`config.mk`:
```
export PLATFORM = sky130hd
export DESIGN_NAME = seq_restoring_div_flat
export DESIGN_NICKNAME = d
export VERILOG_FILES = /design/src/rtl/seq_restoring_div_pkg.sv /design/src/rtl/seq_restoring_div_if.sv /design/src/rtl/seq_restoring_div_full_sub_nb.sv /design/src/rtl/seq_restoring_div.sv /design/src/flat_wrapper.sv
export SDC_FILE = /design/constraint.sdc
export NUM_CORES = 1
export LEC_CHECK = 0
export BUFFER_PORTS_ARGS = -buffer_cell sky130_fd_sc_hd__buf_2
export CORE_AREA = 5 5 90 92
export CTS_BUF_LIST = sky130_fd_sc_hd__clkbuf_8
export DETAILED_ROUTE_END_ITERATION = 12
export DIE_AREA = 0 0 95 97
export PLACE_DENSITY = 0.82
export SLEW_MARGIN = 0
export SYNTH_ARGS = -nofsm -noshare
export SYNTH_HDL_FRONTEND = slang
export SYNTH_HIERARCHICAL = 1
export SYNTH_SLANG_ARGS = --single-unit
export TNS_END_PERCENT = 20
```
`constraint.sdc`:
```
create_clock -name clk -period 7.15 [get_ports clk]
set_clock_uncertainty 0.05 [all_clocks]
set_input_delay 0.3575 -clock clk [delete_from_list [all_inputs] [get_ports clk]]
set_output_delay 0.3575 -clock clk [all_outputs]
set_load 0.01 [all_outputs]
```
`src/rtl/seq_restoring_div_pkg.sv`:
```
// Shared definitions for the sequential restoring divider: FSM state encoding
// and the counter-width helper.
package div_pkg;

    typedef enum logic [1:0] {
        ST_IDLE = 2'd0,
        ST_RUN  = 2'd1,
        ST_DONE = 2'd2
    } state_t;

    // Ceiling log2, used to size the iteration counter so it can hold WIDTH.
    function automatic int clog2(input int value);
        int result;
        result = 0;
        for (int i = 0; i < 32; i++) begin
            if ((1 << i) < value) begin
                result = i + 1;
            end
        end
        return result;
    endfunction

endpackage

```
`src/rtl/seq_restoring_div_if.sv`:
```
// Start/busy/done handshake and operand/result bus of the divider.
interface seq_restoring_div_if #(
    parameter int WIDTH = 8
);
    logic             start;
    logic [WIDTH-1:0] dividend;
    logic [WIDTH-1:0] divisor;
    logic             busy;
    logic             done;
    logic [WIDTH-1:0] quotient;
    logic [WIDTH-1:0] remainder;
    logic             div_by_zero;

    modport master (
        output start, dividend, divisor,
        input  busy, done, quotient, remainder, div_by_zero
    );

    modport slave (
        input  start, dividend, divisor,
        output busy, done, quotient, remainder, div_by_zero
    );
endinterface

```
`src/rtl/seq_restoring_div_full_sub_nb.sv`:
```
// N-bit ripple subtractor built from one-bit full_sub cells; borrow-in is 0.
module full_sub (
    input  logic a,
    input  logic b,
    input  logic bin,
    output logic d,
    output logic bout
);
    assign d    = a ^ b ^ bin;
    assign bout = (~a & b) | (~(a ^ b) & bin);
endmodule

module full_sub_nb #(
    parameter int N = 9
) (
    input  logic [N-1:0] a,
    input  logic [N-1:0] b,
    output logic [N-1:0] diff,
    output logic         borrow_out
);
    logic [N:0] borrow;

    assign borrow[0]  = 1'b0;
    assign borrow_out = borrow[N];

    for (genvar i = 0; i < N; i++) begin : g_cell
        full_sub u_cell (
            .a   (a[i]),
            .b   (b[i]),
            .bin (borrow[i]),
            .d   (diff[i]),
            .bout(borrow[i+1])
        );
    end
endmodule

```
`src/rtl/seq_restoring_div.sv`:
```
// Multi-cycle unsigned restoring divider: one subtract-and-restore step per clock.
// state   | meaning
// IDLE    | waiting for start
// RUN     | iterating, count steps remaining
// DONE    | results valid for one cycle, start may chain a new operation
module seq_restoring_div
    import div_pkg::*;
#(
    parameter int WIDTH = 8
) (
    input logic                clk,
    input logic                rst_n,
    seq_restoring_div_if.slave bus
);
    localparam int CW = clog2(WIDTH + 1);

    state_t           state;
    state_t           state_nxt;
    logic [CW-1:0]    count;
    logic [WIDTH-1:0] q_sh;
    logic [WIDTH-1:0] d_reg;
    logic [WIDTH:0]   r_reg;
    logic [WIDTH:0]   r_shift;
    logic [WIDTH:0]   diff;
    logic [WIDTH:0]   r_next;
    logic [WIDTH-1:0] q_next;
    logic             borrow;
    logic             accept;
    logic             zero_div;
    logic             last_step;
    logic [WIDTH-1:0] quotient_r;
    logic [WIDTH-1:0] remainder_r;
    logic             dbz_r;
    logic             busy_o;
    logic             done_o;

    assign accept    = bus.start && (state != ST_RUN);
    assign zero_div  = (bus.divisor == '0);
    assign last_step = (state == ST_RUN) && (count == CW'(1));

    assign r_shift = {r_reg[WIDTH-1:0], q_sh[WIDTH-1]};

    full_sub_nb #(
        .N(WIDTH + 1)
    ) u_sub (
        .a         (r_shift),
        .b         ({1'b0, d_reg}),
        .diff      (diff),
        .borrow_out(borrow)
    );

    // No borrow means the divisor fits: keep the difference and shift in a 1.
    assign r_next = borrow ? r_shift : diff;
    assign q_next = {q_sh[WIDTH-2:0], ~borrow};

    always_ff @(posedge clk or negedge rst_n) begin
        if (!rst_n) begin
            state <= ST_IDLE;
        end else begin
            state <= state_nxt;
        end
    end

    always_comb begin
        state_nxt = state;
        case (state)
            ST_IDLE, ST_DONE: begin
                if (bus.start) begin
                    state_nxt = zero_div ? ST_DONE : ST_RUN;
                end else begin
                    state_nxt = ST_IDLE;
                end
            end
            ST_RUN: begin
                if (count == CW'(1)) begin
                    state_nxt = ST_DONE;
                end
            end
            default: state_nxt = ST_IDLE;
        endcase
    end

    always_comb begin
        busy_o = 1'b0;
        done_o = 1'b0;
        case (state)
            ST_RUN:  busy_o = 1'b1;
            ST_DONE: done_o = 1'b1;
            default: ;
        endcase
    end

    always_ff @(posedge clk or negedge rst_n) begin
        if (!rst_n) begin
            count       <= '0;
            q_sh        <= '0;
            d_reg       <= '0;
            r_reg       <= '0;
            quotient_r  <= '0;
            remainder_r <= '0;
            dbz_r       <= 1'b0;
        end else if (accept) begin
            if (zero_div) begin
                quotient_r  <= '1;
                remainder_r <= bus.dividend;
                dbz_r       <= 1'b1;
            end else begin
                q_sh  <= bus.dividend;
                d_reg <= bus.divisor;
                r_reg <= '0;
                count <= CW'(WIDTH);
            end
        end else if (state == ST_RUN) begin
            r_reg <= r_next;
            q_sh  <= q_next;
            count <= count - CW'(1);
            if (last_step) begin
                quotient_r  <= q_next;
                remainder_r <= r_next[WIDTH-1:0];
                dbz_r       <= 1'b0;
            end
        end
    end

    assign bus.busy        = busy_o;
    assign bus.done        = done_o;
    assign bus.quotient    = quotient_r;
    assign bus.remainder   = remainder_r;
    assign bus.div_by_zero = dbz_r;
endmodule

```
`src/flat_wrapper.sv`:
```
// flat-port wrapper written by rule: the top's interface ports become plain ports
module seq_restoring_div_flat import div_pkg::*;
#(
    parameter int WIDTH = 8
)
  (clk, rst_n, bus_start, bus_dividend, bus_divisor, bus_busy, bus_done, bus_quotient, bus_remainder, bus_div_by_zero);
  seq_restoring_div_if #(.WIDTH(WIDTH)) bus_i ();
  input logic clk;
  input logic rst_n;
  input wire logic [$bits(bus_i.start)-1:0] bus_start;
  input wire logic [$bits(bus_i.dividend)-1:0] bus_dividend;
  input wire logic [$bits(bus_i.divisor)-1:0] bus_divisor;
  output wire logic [$bits(bus_i.busy)-1:0] bus_busy;
  output wire logic [$bits(bus_i.done)-1:0] bus_done;
  output wire logic [$bits(bus_i.quotient)-1:0] bus_quotient;
  output wire logic [$bits(bus_i.remainder)-1:0] bus_remainder;
  output wire logic [$bits(bus_i.div_by_zero)-1:0] bus_div_by_zero;
  assign bus_i.start = bus_start;
  assign bus_i.dividend = bus_dividend;
  assign bus_i.divisor = bus_divisor;
  assign bus_busy = bus_i.busy;
  assign bus_done = bus_i.done;
  assign bus_quotient = bus_i.quotient;
  assign bus_remainder = bus_i.remainder;
  assign bus_div_by_zero = bus_i.div_by_zero;
  seq_restoring_div #(.WIDTH(WIDTH)) u_core (.clk(clk), .rst_n(rst_n), .bus(bus_i));
endmodule
```
==> summary.txt <==
Pwr
  • Worst IR drop on VDD: 0.0001717 V
  • Static leakage power: 2.021 nW
  • Total power per unit cell area: 451.8 nW/µm²
  • Post-layout power: 0.001960 W

STA
  • Highest clock frequency the design can meet: 171.5 MHz
  • Total count of hold-check failures in the final report: 0
  • Final Slew Violations: 0
  • Final critical delay including setup and external delays: 5.829 ns
  • Total negative slack for setup checks: 0 ns
  • Unrepaired setup endpoints after global routing: false
  • Number of failing setup endpoints in the final timing report: 0
  • Period utilisation layout: 81.53%
  • Worst Tran Pin Value: 1.147 ns
  • Max-slew headroom at the worst pin: 23.28%

Critical path
  • Startpoint kind of the worst setup timing path: register
  • Family with the most delay on the worst path: adder cells
  • Crit path required time: 7.33 ns
  • Worst path slowest cell: dfrtp_1
  • Biggest fanout along the worst timing path: 10
  • Category of the worst setup path capture point: register
  • Most common cell on crit path: inv_1
  • Type of the worst setup path: register to register
  • Worst path arrival time: 6.01 ns
  • CP peak stage delay: 0.43 ns
  • WP buf/inv: 17

Finish
  • Nets@finish: 468
  • Post-synthesis to final-layout area growth: 11.84%
  • Finished Core Util: 60.78%
  • Ratio of cells with drive above 1 in the final layout: 16.03%
  • Ant. Diodes: 0
  • Cell Count, Final, Fillers Out: 542
  • Max reg flops: 32
  • Filler cell count in the final layout: 619
  • Register bank with the most flops: u_core/count
  • Area of the multi-input gates: 1793 µm²
  • Footprint of the flip-flops and latches: 1877 µm²

Clock tree
  • TritonCTS clock tree: done
  • Buffer type at the clock tree root: clkbuf_8
  • Number of H-tree branching levels: 3
  • Hold-fix buffers, CTS: 0
  • Maximum clock insertion buffer count: 2
  • Clk_lat worst skew: 0.35 ns
  • Post-CTS Setup Inserts: 0
  • Post-CTS Resized: 0
  • Total CTS buffers: 9
  • Clock-pin slew on the worst setup and hold paths: 0.09 ns
  • Sink Count: 75

Routing
  • Total wire length: 8935 µm
  • Final routed DRC violation total: 0
  • Vias after detailed routing: 3158
  • Mean routed wirelength per cell: 16.49 µm
  • 1st-iter DRT viols: 190
  • ANT nets after route: 0
  • Detail-routed via count per cell: 5.827
  • Pre-antenna DRT Iters: 6

Placement
  • Placed Cells incl. Taps: 526
  • GP Congestion: 0.8212
  • Total of buffers placed on input and output ports: 37
  • Placed wire-length estimate: 5821 µm

Global route
  • Largest net degree at the start of global routing: 76
  • Total global routing overflow: 0
  • Number of antenna violations at the first check in global routing: 0
  • Global-route wire length before repair: 14930 µm
  • Via count of the first global-routing pass: 3137
  • Total Routing Usage GR: 20.40%

Run status
  • Run status: complete, no violations

Floorplanning
  • Floorplan die height: 97 µm
  • Std cell rows: 31
  • Number of top-level pins: 38
  • Starting utilization of the core area: 54.35%
  • Horizontal die dimension: 95 µm
  • Die outline area: 9215 µm²
  • Std-Cell Core Area: 7137 µm²

Worst hold path
  • Type of the worst min-delay path: input port to async pin

Logic synthesis
  • Number of different library cells in the post-synthesis netlist: 42
  • Synthesized area per cell: 9.507 µm²
  • Register bit total from synthesis: 75
  • Post-synthesis cell count: 408
  • Cell area after synthesis: 3879 µm²
  • Mapped Nets: 438
  • Number of warning messages in the yosys log: 6
  • Sequential element share of the synthesized area: 48.39%

Flow run
  • Max Cap Violations: 0
==> metrics by stage <==
| stage | setup WS, ns | hold slack (ns) | area (µm²) |
|---|---|---|---|
| after global placement | 1.556 | 0.4121 | 4136 |
| after global routing | 1.005 | 0.1569 | 4338 |
| after floorplan | 1.691 | 0.01191 | 3879 |
| after detailed placement | 1.426 | 0.4134 | 4136 |
| final | 1.321 | 0.1568 | 4338 |
| after CTS | 1.354 | 0.1430 | 4338 |
==> worst register-to-register path, delay by kind of cell (launching register included) <==
kind	cells	cell delay, ns
adder cells (fa/ha/maj)	9	3.27
buffers and inverters	17	1.16
flip-flops	1	0.43
multiplexers	1	0.38
AO/OA/AOI/OAI	1	0.30
AND/OR/NAND/NOR	1	0.11
==> cells in the mapped netlist <==
master / n / area share, %
mux2i_1: 15 / 3.9
inv_1: 32 / 3.1
nand2_2: 1 / 0.16
conb_1: 2 / 0.19
o31ai_1: 15 / 2.9
nand2b_1: 4 / 0.65
o31a_1: 2 / 0.45
a21oi_1: 27 / 3.5
and2_1: 3 / 0.48
nor2b_1: 1 / 0.16
a21boi_1: 1 / 0.19
or3_1: 8 / 1.3
a221o_1: 5 / 1.3
o22ai_1: 1 / 0.16
o2111ai_1: 2 / 0.45
nand4_2: 1 / 0.32
a211o_1: 3 / 0.68
buf_2: 5 / 0.65
or2_2: 7 / 1.1
o22a_1: 1 / 0.23
fa_1: 9 / 4.6
buf_1: 3 / 0.29
xor2_1: 7 / 1.6
and4bb_2: 1 / 0.32
o211ai_1: 3 / 0.58
xnor2_1: 1 / 0.23
nand2_1: 48 / 4.6
nand3_2: 1 / 0.26
nor3_1: 21 / 2.7
or2_1: 1 / 0.16
nand3b_1: 1 / 0.19
o21ai_1: 7 / 0.90
clkbuf_1: 15 / 1.5
nand3_1: 2 / 0.26
dfrtp_1: 75 / 48
o21a_1: 7 / 1.4
nor2_1: 24 / 2.3
or4_1: 19 / 3.7
ha_1: 2 / 0.65
nor4_1: 5 / 0.81
mux2_2: 1 / 0.29
o21ai_0: 19 / 2.5
==> per-layer routing <==
metal | vias up | share of wire [%] | track usage (%)
met2 | 108 | 50 | 32.54
met1 | 1537 | 40 | 26.04
met3 | 32 | 6.1 | 4.577
met5 | - | 0 | 0
met4 | 0 | 3.1 | 9.656
li1 | 1481 | - | -
==> cells by family (layout without fill, tap and decap cells) <==
kind of cell,count (synthesis),after routing,synth area share [%]
simple gates,148,148,19.55
xor+xnor,8,8,1.807
fa+ha+maj,11,11,5.290
compound gates,93,93,15.13
buf+inv,55,90,5.484
flops,75,75,48.39
other cells,2,2,0.1936
mux,16,16,4.161
==> cell usage in the layout (no fill, tap or decap), types with 3 or more instances in the layout <==
| cell | count |
|---|---|
| dfrtp_1 | 75 |
| nand2_1 | 48 |
| nor3_1 | 21 |
| xor2_1 | 7 |
| nor4_1 | 5 |
| clkinv_4 | 3 |
| o21a_1 | 7 |
| and2_1 | 3 |
| a211o_1 | 3 |
| clkbuf_8 | 9 |
| a221o_1 | 5 |
| o211ai_1 | 3 |
| o21ai_1 | 7 |
| or3_1 | 8 |
| nor2_1 | 24 |
| buf_4 | 5 |
| inv_1 | 32 |
| mux2i_1 | 15 |
| buf_2 | 37 |
| o21ai_0 | 19 |
| or2_2 | 7 |
| nand2b_1 | 4 |
| fa_1 | 9 |
| o31ai_1 | 15 |
| a21oi_1 | 26 |
| or4_1 | 19 |
==> worst paths after layout <==
check | from | end | slack (ns) | depth (start not counted)
max | u_core/q_sh[7]$_DFFE_PN0P_ | u_core/bus.remainder[2]$_DFFE_PN0P_ | 1.32 | 29
min | rst_n | u_core/d_reg[7]$_DFFE_PN0P_ | 0.16 | 2
max reg2reg | u_core/q_sh[7]$_DFFE_PN0P_ | u_core/bus.remainder[2]$_DFFE_PN0P_ | 1.32 | 29
min reg2reg | u_core/d_reg[7]$_DFFE_PN0P_ | u_core/d_reg[7]$_DFFE_PN0P_ | 0.44 | 2
max in group asynchronous | rst_n | u_core/count[8]$_DFFE_PN0P_ | 6.25 | 2
min in group clk | bus_divisor[4] | u_core/d_reg[4]$_DFFE_PN0P_ | 0.16 | 3
==> area by class of cell <==
cell class	instances	area share [%]
clock buffers	9	2.855
clock inverters	7	1.788
inverters	32	2.769
multi-input cells	278	41.33
flip-flops and latches	75	43.27
well taps	99	2.855
repair buffers	42	5.134
==> where the power goes <==
group          switching [W]  total [W]  leakage [nW]  internal [W]
clock network       0.000170   0.000334        0.0998      0.000164
logic               0.000522   0.000873         0.981      0.000351
registers           0.000152   0.000753         0.940      0.000601
No activity file was read; power rests on OpenSTA's default activity.
